**src/rtl/mem_ctrl_pkg.sv**
```systemverilog
// Shared definitions for the mem_ctrl block: FSM state encoding, rw encodings,
// enable/disable levels, parameter defaults and the terminal-count helper.
package mem_ctrl_pkg;

    localparam logic RW_READ  = 1'b0;
    localparam logic RW_WRITE = 1'b1;

    localparam logic ENABLE  = 1'b1;
    localparam logic DISABLE = 1'b0;

    localparam int READ_LAT_DEF   = 4;
    localparam int WR_TIMEOUT_DEF = 15;

    // Shared latency/timeout counter width; READ_LAT and WR_TIMEOUT stay <= 15
    localparam int CNT_W = 4;

    typedef enum logic [1:0] {
        ST_IDLE  = 2'd0,
        ST_READ  = 2'd1,
        ST_WRITE = 2'd2,
        ST_ACK   = 2'd3
    } state_t;

    // Terminal count for a phase lasting n cycles (counter starts at zero)
    function automatic logic [CNT_W-1:0] tc_of(input int n);
        return CNT_W'(n - 32'sd1);
    endfunction

endpackage

```
**src/rtl/mem_ctrl_cnt.sv**
```systemverilog
// Clearable up-counter with terminal-count compare, shared by the read
// latency path and the write timeout path of mem_ctrl.
module mem_ctrl_cnt
    import mem_ctrl_pkg::*;
(
    input  logic             clk,
    input  logic             rst,
    input  logic             clr,
    input  logic             inc,
    input  logic [CNT_W-1:0] tc_val,
    output logic             tc
);

    logic [CNT_W-1:0] cnt_r;

    // Count register: clear takes priority over increment
    always_ff @(posedge clk) begin
        if (rst) begin
            cnt_r <= {CNT_W{1'b0}};
        end else if (clr) begin
            cnt_r <= {CNT_W{1'b0}};
        end else if (inc) begin
            cnt_r <= cnt_r + {{(CNT_W-1){1'b0}}, 1'b1};
        end else begin
            cnt_r <= cnt_r;
        end
    end

    assign tc = (cnt_r == tc_val);

endmodule

```
**src/rtl/mem_ctrl.sv**
```systemverilog
// Single-outstanding-request memory controller between a cache and a memory
// model. Reads complete after a fixed READ_LAT cycles; writes complete on
// mem_complete. Optional feature macro: MEM_CTRL_TIMEOUT_EN enables the write
// timeout (abort to ACK after WR_TIMEOUT WRITE cycles, sticky timeout_err).
module mem_ctrl
    import mem_ctrl_pkg::*;
#(
    parameter int READ_LAT   = READ_LAT_DEF,
    parameter int WR_TIMEOUT = WR_TIMEOUT_DEF
) (
    input  logic        clk,
    input  logic        rst,
    input  logic        req_en,
    input  logic        req_rw,
    input  logic [25:0] req_addr,
    input  logic [31:0] req_wd,
    output logic        busy,
    output logic        ack,
    output logic [31:0] rd,
    output logic        mem_rw,
    output logic [25:0] mem_addr,
    output logic [31:0] mem_wd,
    input  logic [31:0] mem_rd,
    input  logic        mem_complete,
    output logic        timeout_err
);

    localparam logic [CNT_W-1:0] RD_TC = tc_of(READ_LAT);
    localparam logic [CNT_W-1:0] WR_TC = tc_of(WR_TIMEOUT);

    state_t           state_r;
    logic             cnt_clr_s;
    logic             cnt_inc_s;
    logic             cnt_tc_s;
    logic [CNT_W-1:0] cnt_tc_val_s;
    logic             timeout_hit_s;

    assign cnt_tc_val_s = (state_r == ST_WRITE) ? WR_TC : RD_TC;

    // Counter control: clear when a request is accepted, count while waiting
    always_comb begin
        cnt_clr_s = 1'b0;
        cnt_inc_s = 1'b0;
        case (state_r)
            ST_IDLE:  cnt_clr_s = req_en;
            ST_READ:  cnt_inc_s = 1'b1;
`ifdef MEM_CTRL_TIMEOUT_EN
            ST_WRITE: cnt_inc_s = 1'b1;
`else
            ST_WRITE: cnt_inc_s = 1'b0;
`endif
            ST_ACK:   cnt_inc_s = 1'b0;
            default:  cnt_inc_s = 1'b0;
        endcase
    end

    mem_ctrl_cnt u_cnt (
        .clk    (clk),
        .rst    (rst),
        .clr    (cnt_clr_s),
        .inc    (cnt_inc_s),
        .tc_val (cnt_tc_val_s),
        .tc     (cnt_tc_s)
    );

`ifdef MEM_CTRL_TIMEOUT_EN
    logic timeout_err_r;

    assign timeout_hit_s = (state_r == ST_WRITE) && !mem_complete && cnt_tc_s;

    // Sticky write-timeout flag, cleared only by reset
    always_ff @(posedge clk) begin
        if (rst) begin
            timeout_err_r <= DISABLE;
        end else if (timeout_hit_s) begin
            timeout_err_r <= ENABLE;
        end else begin
            timeout_err_r <= timeout_err_r;
        end
    end

    assign timeout_err = timeout_err_r;
`else
    assign timeout_hit_s = 1'b0;
    assign timeout_err   = DISABLE;
`endif

    // Main FSM with registered busy/ack/rd and latched memory-side request
    always_ff @(posedge clk) begin
        if (rst) begin
            state_r  <= ST_IDLE;
            busy     <= 1'b0;
            ack      <= 1'b0;
            rd       <= 32'h0000_0000;
            mem_rw   <= RW_READ;
            mem_addr <= 26'h000_0000;
            mem_wd   <= 32'h0000_0000;
        end else begin
            case (state_r)
                ST_IDLE: begin
                    ack <= 1'b0;
                    if (req_en) begin
                        mem_addr <= req_addr;
                        mem_wd   <= req_wd;
                        mem_rw   <= req_rw;
                        busy     <= 1'b1;
                        state_r  <= (req_rw == RW_READ) ? ST_READ : ST_WRITE;
                    end
                end
                ST_READ: begin
                    if (cnt_tc_s) begin
                        rd      <= mem_rd;
                        ack     <= 1'b1;
                        state_r <= ST_ACK;
                    end
                end
                ST_WRITE: begin
                    // Completion wins over a timeout landing in the same cycle
                    if (mem_complete || timeout_hit_s) begin
                        ack     <= 1'b1;
                        mem_rw  <= RW_READ;
                        state_r <= ST_ACK;
                    end
                end
                ST_ACK: begin
                    ack     <= 1'b0;
                    busy    <= 1'b0;
                    state_r <= ST_IDLE;
                end
                default: begin
                    ack     <= 1'b0;
                    busy    <= 1'b0;
                    mem_rw  <= RW_READ;
                    state_r <= ST_IDLE;
                end
            endcase
        end
    end

endmodule

```
**config.mk**
```make
export PLATFORM = sky130hd
export DESIGN_NAME = mem_ctrl
export DESIGN_NICKNAME = d
export VERILOG_FILES = /design/src/rtl/mem_ctrl_pkg.sv /design/src/rtl/mem_ctrl_cnt.sv /design/src/rtl/mem_ctrl.sv
export SDC_FILE = /design/constraint.sdc
export NUM_CORES = 1
export LEC_CHECK = 0
export ABC_CLOCK_PERIOD_IN_PS = 2400
export BUFFER_PORTS_ARGS = -buffer_cell sky130_fd_sc_hd__buf_2
export CORE_MARGIN = 4
export CORE_UTILIZATION = 45
export DETAILED_ROUTE_END_ITERATION = 8
export GPL_TIMING_DRIVEN = 0
export PLACE_DENSITY = 0.9
export SLEW_MARGIN = 20
export SYNTH_ARGS = -nofsm -noshare
export SYNTH_HDL_FRONTEND = slang
export SYNTH_SLANG_ARGS = --single-unit
```
**constraint.sdc**
```tcl
create_clock -name clk -period 2.4 [get_ports clk]
set_input_delay 0.36 -clock clk [delete_from_list [all_inputs] [get_ports clk]]
set_output_delay 0.36 -clock clk [all_outputs]
set_load 0.005 [all_outputs]
```
==> summary.md, run 1 <==
| Metric | Value |
|---|---|
| Hold Crit Class | in -> reg |
| Die H | 97.9 um |
| Status | finished clean |
| Worst ir drop on vdd | 372 uV |
| Core box area | 0.00781 sq mm |
| Required time reported for the critical path endpoint | 2.62 ns |
| Ordered cell list for the critical path | inv_1, ha_1, or4b_4, a21oi_4, buf_6, mux2i_1, nor2_1 |
| Ratio of routed vias to standard cells | 4.86 |
| Antenna violations before repair | 0 |
| CP arrival | 2.41 ns |
| Pin count of the biggest net entering global routing | 16 |
| Distinct cells, synth | 29 |
| Total number of nets in the final design | 712 |
| Top delay family on crit path | simple AND/OR/NAND/NOR gates |
| Starting Density | 46.6% |
| DIE WIDTH | 97.9 um |
| Power share of the clock group | 27.7% |
| CP startpoint kind | register |
| P_sw | 1.21 mW |
| Worst reg2reg startpoint | state_r[0] |
| Relative max-transition margin | 58.7% |
| Power Total | 4.05 mW |
| Fin crit period | 2.19 ns |
| Share of synthesized area occupied by flip-flops and latches | 54.5% |
| Signed area change from the synthesized netlist to the final layout | 35.1% |
| Register bit total from synthesis | 99 |
| Netlist Area Pre-Place | 0.00364 sq mm |
| Seq. cell area | 0.00198 sq mm |
| Clock input transition at the sequential cells of the worst setup and hold paths | 0.09 ns |
| Switching power as a share of total power | 29.9% |
| Buffer and inverter count on the worst path | 2 |
| Area share of the largest cell type after synthesis | 54.5% |
| Global-route wire length before repair | 15.8 mm |
| Main area contributors after synthesis | dfxtp_1, nand2_1, mux2i_1, a21oi_1, nor2_1 |
| Routed len/inst | 13.6 um |
| H-tree depth | 3 |
| Final number of setup-violating endpoints | 0 |
| F_max | 456 MHz |
| Ports | 189 |
| CTS tree | built |
| Area of the die | 0.00959 sq mm |
| YS warnings | 0 |
| Total number of vias | 3,493 |
| Overall Global Routing Usage | 19.7% |
| Share of post-route cells with drive strength above 1 | 33.4% |
| Clock net sink count | 99 |
| Least-Margin Pin Slew | 0.620 ns |
| Count of mapped cells out of synthesis | 414 |
| Number of fill cells | 710 |
| Detailed Route WL | 9.78 mm |
| Most frequent cells in the layout | buf_2, nand2_1, dfxtp_1 |
| Syn_nets | 515 |
| Worst hold path stage count | 3 |
| Pins over their slew limit | 0 |
| Clock latency at the later pin of the worst-skew pair | 0.34 ns |
| Placer's final routability congestion estimate | 0.905 |
| Residual antenna-violating net count after detailed routing | 0 |
| Setup TNS Final | 0 ns |
| Port Buf Inserts | 186 |
| Global route overflow | 0 |
| Worst Path Max Fanout | 10 |
| Number of remaining DRC errors | 0 |
| Average instance area after synthesis | 8.79 sq um |
| Start point of the worst min-delay path | req_addr[23] |
| Worst hold path endpoint | mem_addr[23] |
| Number of clock buffers inserted by TritonCTS | 9 |
| Minimum setup slack among reg-to-reg paths | 0.21 ns |
| Power share of the sequential group | 48.3% |
| Area used by multi-input combinational logic | 0.00151 sq mm |
| R2R cell count | 7 |
| Cell internal pwr | 2.84 mW |
| Destination of the worst register-to-register timing path | rd[30] |
| Gate power share | 24.0% |
| Path type of the worst setup path | reg -> reg |
| Top cell type by total area after synthesis | dfxtp_1 |
| Nature of the critical path endpoint | register |
| Via count of the first global-routing pass | 3,516 |
| Setup repair after global routing missed its margin | no |
| Final worst-path cycle share | 91.3% |
| First drt pass iteration count | 4 |
| Clock tree buffer depth | 2 |
| PwrDens | 823 mW/mm^2 |
| Final hold viol count | 0 |
| Static Leakage | 2.28 nW |
| Number of antenna repair diodes | 0 |
| Max capacitance violation total | 0 |
| Number of post-CTS setup repair buffers | 0 |
| Slowest stage delay, CP | 0.54 ns |
| Clock root cell | clkbuf_8 |
| Clk_skew | 0.0118 ns |
| Count of routing violations after the opening detailed-route iteration | 71 |
| Commonest non-fill, non-tap cell in the layout | buf_2 |
| Hpwl dp | 7.72 mm |
| Num rows | 32 |
| Slowest cell on the critical path | or4b_4 |
-- logic make-up after synthesis --
logic type                 count (synthesis)  synth area share (%)
xor gates and xnor gates                   3                 0.722
buffers and inverters                     33                  4.13
AOI/OAI and AO/OA                         69                  10.7
adders and majority gates                  6                  2.06
DFF                                       99                  54.5
other                                      1                 0.103
and+or+nand+nor                          168                  18.2
muxes                                     35                  9.63
-- how the worst max path moves through the flow --
stage               start            to  slack [ns]  depth (start not counted)
3_3_place_gp   state_r[0]        rd[16]        0.17                          7
5_1_grt        state_r[1]  mem_addr[10]        0.02                          7
3_5_place_dp   state_r[0]        rd[30]        0.04                          7
4_1_cts        state_r[0]        rd[30]        0.03                          7
2_1_floorplan  state_r[0]        rd[30]        0.39                          7
6_report       state_r[0]        rd[30]        0.21                          7
-- area by class of cell --
| class | instances | share of cell area [%] |
|---|---|---|
| inverter | 4 | 0.305 |
| tap | 102 | 2.60 |
| multi-input combinational | 282 | 30.8 |
| sequential | 99 | 40.3 |
| buffer | 29 | 2.75 |
| clock inverter | 4 | 1.53 |
| timing repair buffer | 186 | 18.9 |
| clock buffer | 12 | 2.75 |
-- timing repair --
| item | CTS | global route |
|---|---|---|
| hold buffers | 0 | 0 |
| resized for setup | 0 | 1 |
| setup endpoints to repair | 0 | 20 |
| endpoints found under the hold margin | 0 | 0 |
-- per-layer routing --
layer  share of wire, %  track usage, %  up-vias
met5                  0               0        -
met4                1.7            7.67        0
met3                8.7            5.50       14
met2                 50            35.3      152
met1                 40            22.1     1584
li1                   -               -     1743
-- cells in the mapped netlist (all sizes together) --
master	count
nand2	121
dfxtp	99
a21oi	62
nor2	36
mux2i	35
clkbuf	20
buf	9
ha	6
inv	4
nor3	4
a311oi	2
nor2b	2
xor2	2
a211o	1
a22o	1
a22oi	1
and2	1
conb	1
nand2b	1
nand4	1
nand4b	1
o2111ai	1
o21ai	1
or4b	1
xnor2	1
-- worst min-delay path: cells and delay by family --
family                 cells  cell delay [ns]
AO/OA/AOI/OAI              1             0.05
buffers and inverters      1             0.09
AND/OR/NAND/NOR            1             0.05
-- per-stage QoR --
| stage | setup slack (ns) | cells | utilization (%) | area, sq um | hold WS (ns) |
|---|---|---|---|---|---|
| floorplan | 0.391 | 414 | - | 3640 | 0.453 |
| global placement | 0.170 | 702 | 60.2 | 4700 | 0.440 |
| detailed placement | 0.0439 | 702 | 60.2 | 4700 | 0.446 |
| CTS | 0.0293 | 718 | 62.9 | 4910 | 0.228 |
| global route | 0.0166 | 718 | 62.9 | 4910 | 0.229 |
| finish | 0.209 | 718 | 62.9 | 4910 | 0.244 |
-- power by group through the flow --
stage                     combinational, mW  sequential (mW)  clock, mW
final                                 0.971             1.95       1.12
after global routing                   1.08             1.98       1.22
after CTS                             0.978             1.95       1.14
after detailed placement              0.977             1.99          0
after global placement                0.940             1.98          0
after floorplan                       0.544             2.00          0
-- sequential cells by signal, indices dropped and copies added (netlist names) --
register and count:
u_cnt.cnt_r 4, busy 1, mem_addr 26, mem_rw 1
mem_wd 32, state_r 2, rd 32, ack 1
Power figures use the tool's default switching activity.
==> run 2, diff against run 1 <==
- ABC_AREA: default -> 1
- HOLD_SLACK_MARGIN: default -> 0.06
- PLACE_DENSITY: 0.9 -> 0.88
==> summary.md, run 2 <==
| Metric | Value |
|---|---|
| Area of the die | 0.0102 sq mm (was 0.00959 sq mm) |
| First drt pass iteration count | 4 (unchanged) |
| Power share of the sequential group | 45.7% (was 48.3%) |
| Area share of the largest cell type after synthesis | 50.8% (was 54.5%) |
| Detailed Route WL | 10.2 mm (was 9.78 mm) |
| Count leader, synth | nor2_1 (was nand2_1) |
| Top flop regs | mem_wd x32, rd x32, mem_addr x26 (unchanged) |
| Worst ir drop on vdd | 502 uV (was 372 uV) |
| Hold buffers post-CTS | 0 (unchanged) |
| Slowest stage delay, CP | 0.40 ns (was 0.54 ns) |
| Setup repair after global routing missed its margin | no (unchanged) |
| Path type of the worst setup path | reg -> reg (unchanged) |
| Starting Density | 46.8% (was 46.6%) |
| Signed area change from the synthesized netlist to the final layout | 32.8% (was 35.1%) |
| CTS tree | built (unchanged) |
| Final design utilization | 62.1% (was 62.9%) |
| Main area contributors after synthesis | dfxtp_1, nor2_1, o21ai_0, nand2_1, inv_1 (was dfxtp_1, nand2_1, mux2i_1, a21oi_1, nor2_1) |
| Clock root cell | clkbuf_8 (unchanged) |
| Fin crit period | 1.75 ns (was 2.19 ns) |
| Hold Crit Class | in -> reg (unchanged) |
| Top cells by instance count after synthesis | nor2_1, dfxtp_1, nand2_1 (was nand2_1, dfxtp_1, a21oi_1) |
| Worst Path Max Fanout | 10 (unchanged) |
| Total number of vias | 3,826 (was 3,493) |
| CP startpoint kind | register (unchanged) |
| Share of synthesized area occupied by flip-flops and latches | 50.8% (was 54.5%) |
| Routed len/inst | 12.1 um (was 13.6 um) |
| Average instance area after synthesis | 7.36 sq um (was 8.79 sq um) |
| Share of post-route cells with drive strength above 1 | 33.3% (was 33.4%) |
| Share of synthesized registers carrying an async set or reset | 0% (unchanged) |
| Switching power as a share of total power | 33.8% (was 29.9%) |
| Overall Global Routing Usage | 19.6% (was 19.7%) |
| Cell internal pwr | 3.01 mW (was 2.84 mW) |
| Die H | 101 um (was 97.9 um) |
| Count of mapped cells out of synthesis | 530 (was 414) |
| Number of antenna repair diodes | 0 (unchanged) |
| Number of synthesized flops with an enable pin | 0 (unchanged) |
| Commonest non-fill, non-tap cell in the layout | buf_2 (unchanged) |
| Total number of nets in the final design | 829 (was 712) |
| DIE WIDTH | 101 um (was 97.9 um) |
| Ports | 189 (unchanged) |
| Required time reported for the critical path endpoint | 2.69 ns (was 2.62 ns) |
| Clock net sink count | 99 (unchanged) |
| Num rows | 33 (was 32) |
| Top cell type by total area after synthesis | dfxtp_1 (unchanged) |
| Most frequent cells in the layout | buf_2, nor2_1, dfxtp_1 (was buf_2, nand2_1, dfxtp_1) |
| Number of clock buffers inserted by TritonCTS | 9 (unchanged) |
| Number of fill cells | 736 (was 710) |
| Gate power share | 29.6% (was 24.0%) |
| Buffer and inverter count on the worst path | 3 (was 2) |
| Number of remaining DRC errors | 0 (unchanged) |
| Static Leakage | 2.75 nW (was 2.28 nW) |
| P_sw | 1.54 mW (was 1.21 mW) |
| Power share of the clock group | 24.7% (was 27.7%) |
| Status | finished clean (unchanged) |
| F_max | 571 MHz (was 456 MHz) |
| Pins over their slew limit | 0 (unchanged) |
| Placer's final routability congestion estimate | 0.857 (was 0.905) |
| Syn_nets | 631 (was 515) |
| H-tree depth | 3 (unchanged) |
| PwrDens | 878 mW/mm^2 (was 823 mW/mm^2) |
| Final hold viol count | 0 (unchanged) |
| Hpwl dp | 8.17 mm (was 7.72 mm) |
| Ratio of routed vias to standard cells | 4.57 (was 4.86) |
| # resized after CTS | 0 (unchanged) |
| Global-route wire length before repair | 16.3 mm (was 15.8 mm) |
| Setup TNS Final | 0 ns (unchanged) |
| Most used DFF post-synth | dfxtp_1 (unchanged) |
| Final worst-path cycle share | 73.0% (was 91.3%) |
| Clk_skew | 0.0196 ns (was 0.0118 ns) |
| Global route overflow | 0 (unchanged) |
| Core box area | 0.00834 sq mm (was 0.00781 sq mm) |
| CP arrival | 2.04 ns (was 2.41 ns) |
| Number of post-CTS setup repair buffers | 0 (unchanged) |
| Top delay family on crit path | buffers and inverters (was simple AND/OR/NAND/NOR gates) |
| Clock input transition at the sequential cells of the worst setup and hold paths | 0.11 ns (was 0.09 ns) |
| YS warnings | 0 (unchanged) |
| Count of routing violations after the opening detailed-route iteration | 43 (was 71) |
| Final number of setup-violating endpoints | 0 (unchanged) |
| Clock tree buffer depth | 2 (unchanged) |
| Pin count of the biggest net entering global routing | 19 (was 16) |
| Clock latency at the later pin of the worst-skew pair | 0.35 ns (was 0.34 ns) |
| Port Buf Inserts | 187 (was 186) |
| Register bit total from synthesis | 99 (unchanged) |
| Netlist Area Pre-Place | 0.00390 sq mm (was 0.00364 sq mm) |
| Residual antenna-violating net count after detailed routing | 0 (unchanged) |
| Distinct cells, synth | 26 (was 29) |
| Nature of the critical path endpoint | register (unchanged) |
| Ordered cell list for the critical path | inv_1, ha_1, nand2_1, clkbuf_2, clkbuf_1, o21ai_0, nor2_1 (was inv_1, ha_1, or4b_4, a21oi_4, buf_6, mux2i_1, nor2_1) |
| Slowest cell on the critical path | dfxtp_1 (was or4b_4) |
| Minimum setup slack among reg-to-reg paths | 0.65 ns (was 0.21 ns) |
| Max capacitance violation total | 0 (unchanged) |
| Antenna violations before repair | 0 (unchanged) |
| Via count of the first global-routing pass | 3,722 (was 3,516) |
==> run 2: cell types whose count changed after synthesis, moves of 4 or more <==
| cell | change |
|---|---|
| nor3_1 | -4 |
| inv_1 | +39 |
| nand2_2 | +20 |
| o21ai_0 | +58 |
| nand2_1 | -59 |
| buf_1 | -5 |
| a21oi_1 | -53 |
| buf_2 | +7 |
| mux2i_1 | -35 |
| nor2_1 | +150 |
| clkbuf_1 | -6 |
==> run 2: worst paths after layout <==
check / from / end / depth (start not counted)
worst min-delay path: rst / mem_rw / 2
worst max register to register: state_r[0] / mem_addr[12] / 7
worst max-delay path: state_r[0] / mem_addr[12] / 7
worst min register to register: u_cnt.cnt_r[3] / u_cnt.cnt_r[3] / 1
==> run 2: kinds of logic (layout without fill, tap and decap cells) <==
group / Yosys count / count (layout) / share of synthesized area [%]
adders and majority gates: 6 / 6 / 1.92
buffers and inverters: 75 / 278 / 8.92
other: 1 / 1 / 0.0961
and+or+nand+nor: 276 / 276 / 28.7
AOI/OAI and AO/OA: 73 / 73 / 9.56
DFF: 99 / 99 / 50.8
==> run 2: stage by stage <==
step                      power (mW)  hold WS [ns]  area (sq um)  setup slack, ns  std cells
final                           4.55         0.194          5180            0.647        838
after global routing            4.90         0.167          5180            0.411        838
after CTS                       4.59         0.175          5180            0.616        838
after detailed placement        3.47         0.468          4970            0.634        822
after global placement          3.40         0.457          4970            0.677        822
after floorplan                 2.91         0.438          3900            0.891        530
==> run 2: per-layer routing <==
layer	GRT usage [%]	wire length, um	vias to the layer above
li1	-	-	1998
met1	21.3	4060	1680
met2	35.7	4960	144
met3	7.75	1110	4
met4	4.40	47	0
met5	0	0	-
==> run 2: worst register-to-register path, delay by kind of cell, from the launching register on <==
family                   cells  cell delay (ns)
AND/OR/NAND/NOR              2             0.29
adder cells (fa/ha/maj)      1             0.22
flip-flops                   1             0.40
buffers and inverters        3             0.67
AO/OA/AOI/OAI                1             0.13
==> run 2: power groups by stage <==
stage / registers (mW) / clock network (mW) / logic (mW)
final: 2.08 / 1.12 / 1.35
after global routing: 2.11 / 1.23 / 1.56
after CTS: 2.08 / 1.16 / 1.36
after detailed placement: 2.11 / 0 / 1.36
after global placement: 2.10 / 0 / 1.30
after floorplan: 2.13 / 0 / 0.785
==> run 2: layout make-up <==
type,count,area (sq um),share of cell area (%)
sequential,99,1980,38.2
multi-input combinational,356,1570,30.3
timing repair buffer,187,936,18.1
buffer,29,175,3.38
inverter,46,173,3.33
clock buffer,10,138,2.66
tap,105,131,2.54
clock inverter,6,76.3,1.47
==> run 3, diff against run 2 <==
- ABC_AREA: 1 -> 0
- ABC_CLOCK_PERIOD_IN_PS: 2400 -> 1700
- PLACE_DENSITY: 0.88 -> 0.9
- clock period: 2.4 -> 1.7 ns (I/O delays scaled with it)
==> summary.md, run 3 (same netlist as run 1, synthesis figures left out) <==
| Metric | Value |
|---|---|
| Status | finished with violations (was finished clean) |
| Failing checks | setup timing |
| Final worst-path cycle share | 113% (was 73.0%) |
| F_max | 520 MHz (was 571 MHz) |
| Clock latency at the later pin of the worst-skew pair | 0.34 ns (was 0.35 ns) |
| Worst Path Max Fanout | 6 (was 10) |
| CP startpoint kind | register (unchanged) |
| Detailed Route WL | 9.92 mm (was 10.2 mm) |
| Final design utilization | 65.5% (was 62.1%) |
| Ports | 189 (unchanged) |
| Clock tree buffer depth | 2 (unchanged) |
| Num rows | 32 (was 33) |
| Top flop regs | mem_wd x32, rd x32, mem_addr x26 (unchanged) |
| Path type of the worst setup path | reg -> reg (unchanged) |
| Port Buf Inserts | 186 (was 187) |
| Count of placed standard cells in the final layout, fillers left out | 726 (was 838) |
| DIE WIDTH | 97.9 um (was 101 um) |
| Overall Global Routing Usage | 20.0% (was 19.6%) |
| Setup repair after global routing missed its margin | yes (was no) |
| Worst reg2reg startpoint | state_r[0] (unchanged) |
| Core box area | 0.00781 sq mm (was 0.00834 sq mm) |
| Hold Crit Class | in -> reg (unchanged) |
| CP arrival | 2.16 ns (was 2.04 ns) |
| CTS tree | built (unchanged) |
| Final number of setup-violating endpoints | 35 (was 0) |
| Share of post-route cells with drive strength above 1 | 38.3% (was 33.3%) |
| Hold buffers post-CTS | 0 (unchanged) |
| H-tree depth | 3 (unchanged) |
| Start point of the worst min-delay path | req_wd[0] (was rst) |
| Worst hold-check slack | 0.130 ns (was 0.194 ns) |
| Required time reported for the critical path endpoint | 1.93 ns (was 2.69 ns) |
| Residual antenna-violating net count after detailed routing | 0 (unchanged) |
| Global-route wire length before repair | 15.9 mm (was 16.3 mm) |
| Worst hold path endpoint | mem_wd[0] (was mem_rw) |
| Destination of the worst register-to-register timing path | rd[9] (was mem_addr[12]) |
| Minimum setup slack among reg-to-reg paths | -0.22 ns (was 0.65 ns) |
| R2R cell count | 8 (was 7) |
| Number of clock buffers inserted by TritonCTS | 9 (unchanged) |
| Global route overflow | 0 (unchanged) |
| Fin crit period | 1.92 ns (was 1.75 ns) |
| First drt pass iteration count | 4 (unchanged) |
| Post-route worst setup slack | -0.225 ns (was 0.647 ns) |
| Clock net sink count | 99 (unchanged) |
| Worst ir drop on vdd | 636 uV (was 502 uV) |
| Worst hold path stage count | 3 (was 2) |
| Area of the die | 0.00959 sq mm (was 0.0102 sq mm) |
| Pin count of the biggest net entering global routing | 17 (was 19) |
| Count of routing violations after the opening detailed-route iteration | 75 (was 43) |
| Number of remaining DRC errors | 0 (unchanged) |
| Commonest non-fill, non-tap cell in the layout | buf_2 (unchanged) |
| Final hold viol count | 0 (unchanged) |
| PwrDens | 1120 mW/mm^2 (was 878 mW/mm^2) |
| Pins over their slew limit | 0 (unchanged) |
| Relative max-transition margin | 61.7% |
| Signed area change from the synthesized netlist to the final layout | 40.5% (was 32.8%) |
| Max capacitance violation total | 0 (unchanged) |
| Via count of the first global-routing pass | 3,437 (was 3,722) |
| Total number of nets in the final design | 720 (was 829) |
| Placer's final routability congestion estimate | 0.937 (was 0.857) |
| Total number of vias | 3,496 (was 3,826) |
| Most frequent cells in the layout | buf_2, nand2_1, dfxtp_1 (was buf_2, nor2_1, dfxtp_1) |
| Ratio of routed vias to standard cells | 4.82 (was 4.57) |
| Routed len/inst | 13.7 um (was 12.1 um) |
| Starting Density | 46.6% (was 46.8%) |
| Static Leakage | 2.40 nW (was 2.75 nW) |
| Antenna violations before repair | 0 (unchanged) |
| Post-Place Cells | 702 (was 822) |
| Least-Margin Pin Slew | 0.575 ns |
| Hpwl dp | 7.52 mm (was 8.17 mm) |
| Nature of the critical path endpoint | register (unchanged) |
| Clock input transition at the sequential cells of the worst setup and hold paths | 0.10 ns (was 0.11 ns) |
| Clock root cell | clkbuf_8 (unchanged) |
| Die H | 97.9 um (was 101 um) |
| Number of antenna repair diodes | 0 (unchanged) |
| Clk_skew | 0.00920 ns (was 0.0196 ns) |
-- run 3: cell types whose count changed in the layout (fill, tap and decap cells not counted), sizes merged, moves of 35 or more --
cell and delta:
mux2i +35, inv -45, nor2 -151, nand2 +39, a21oi +54, o21ai -61
-- run 3: per-layer routing --
layer,wire (um),vias to the layer above,global-route usage [%]
met4,184,0,7.14
met3,887,18,6.07
met5,0,-,0
li1,-,1753,-
met2,4880,151,35.3
met1,3970,1574,22.8
-- run 3: area by class of cell --
type	count	area, sq um
inverters	4	17.5
clock buffers	12	165
plain buffers	27	184
multi-input cells	282	1540
well taps	102	128
clock inverters	4	33.8
repair buffers	196	1060
fillers	663	2700
flip-flops and latches	99	1980
-- run 3: timing repair --
action,4_1_cts,5_1_grt
setup endpoints to repair,99,84
pin swaps,6,2
resized for setup,20,20
cloned,1,1
buffers inserted,6,2
-- run 3: power breakdown --
group | switching, mW | leakage (nW) | internal (mW)
logic | 0.836 | 1.49 | 0.703
clock network | 0.791 | 0.0988 | 0.661
registers | 0.156 | 0.808 | 2.60
total | 1.78 | 2.40 | 3.97
-- run 3: worst max-delay path by stage --
stage / startpoint / endpoint / slack, ns / cells after the start
CTS: state_r[0] / rd[18] / -0.21 / 8
detailed placement: state_r[1] / mem_addr[18] / -0.50 / 7
finish: state_r[0] / rd[9] / -0.22 / 8
global placement: state_r[1] / mem_addr[16] / -0.47 / 7
floorplan: state_r[0] / rd[30] / -0.20 / 7
global route: state_r[0] / rd[1] / -0.30 / 8
-- run 3: through the flow --
step	cell area, sq um	setup WS [ns]	total power, mW	setup TNS [ns]
global route	5110	-0.295	6.12	-9.02
CTS	5040	-0.214	5.73	-6.34
global placement	4720	-0.466	4.13	-21.92
detailed placement	4720	-0.500	4.21	-26.81
finish	5110	-0.225	5.75	-6.43
floorplan	3660	-0.195	3.60	-6.29
-- run 3: critical path: stages, from the launching register on --
cell,delay (ns)
dfxtp_2,0.36
inv_4,0.04
ha_4,0.15
or4b_4,0.52
a21oi_4,0.16
buf_12,0.16
buf_8,0.13
mux2i_2,0.22
nor2_1,0.06
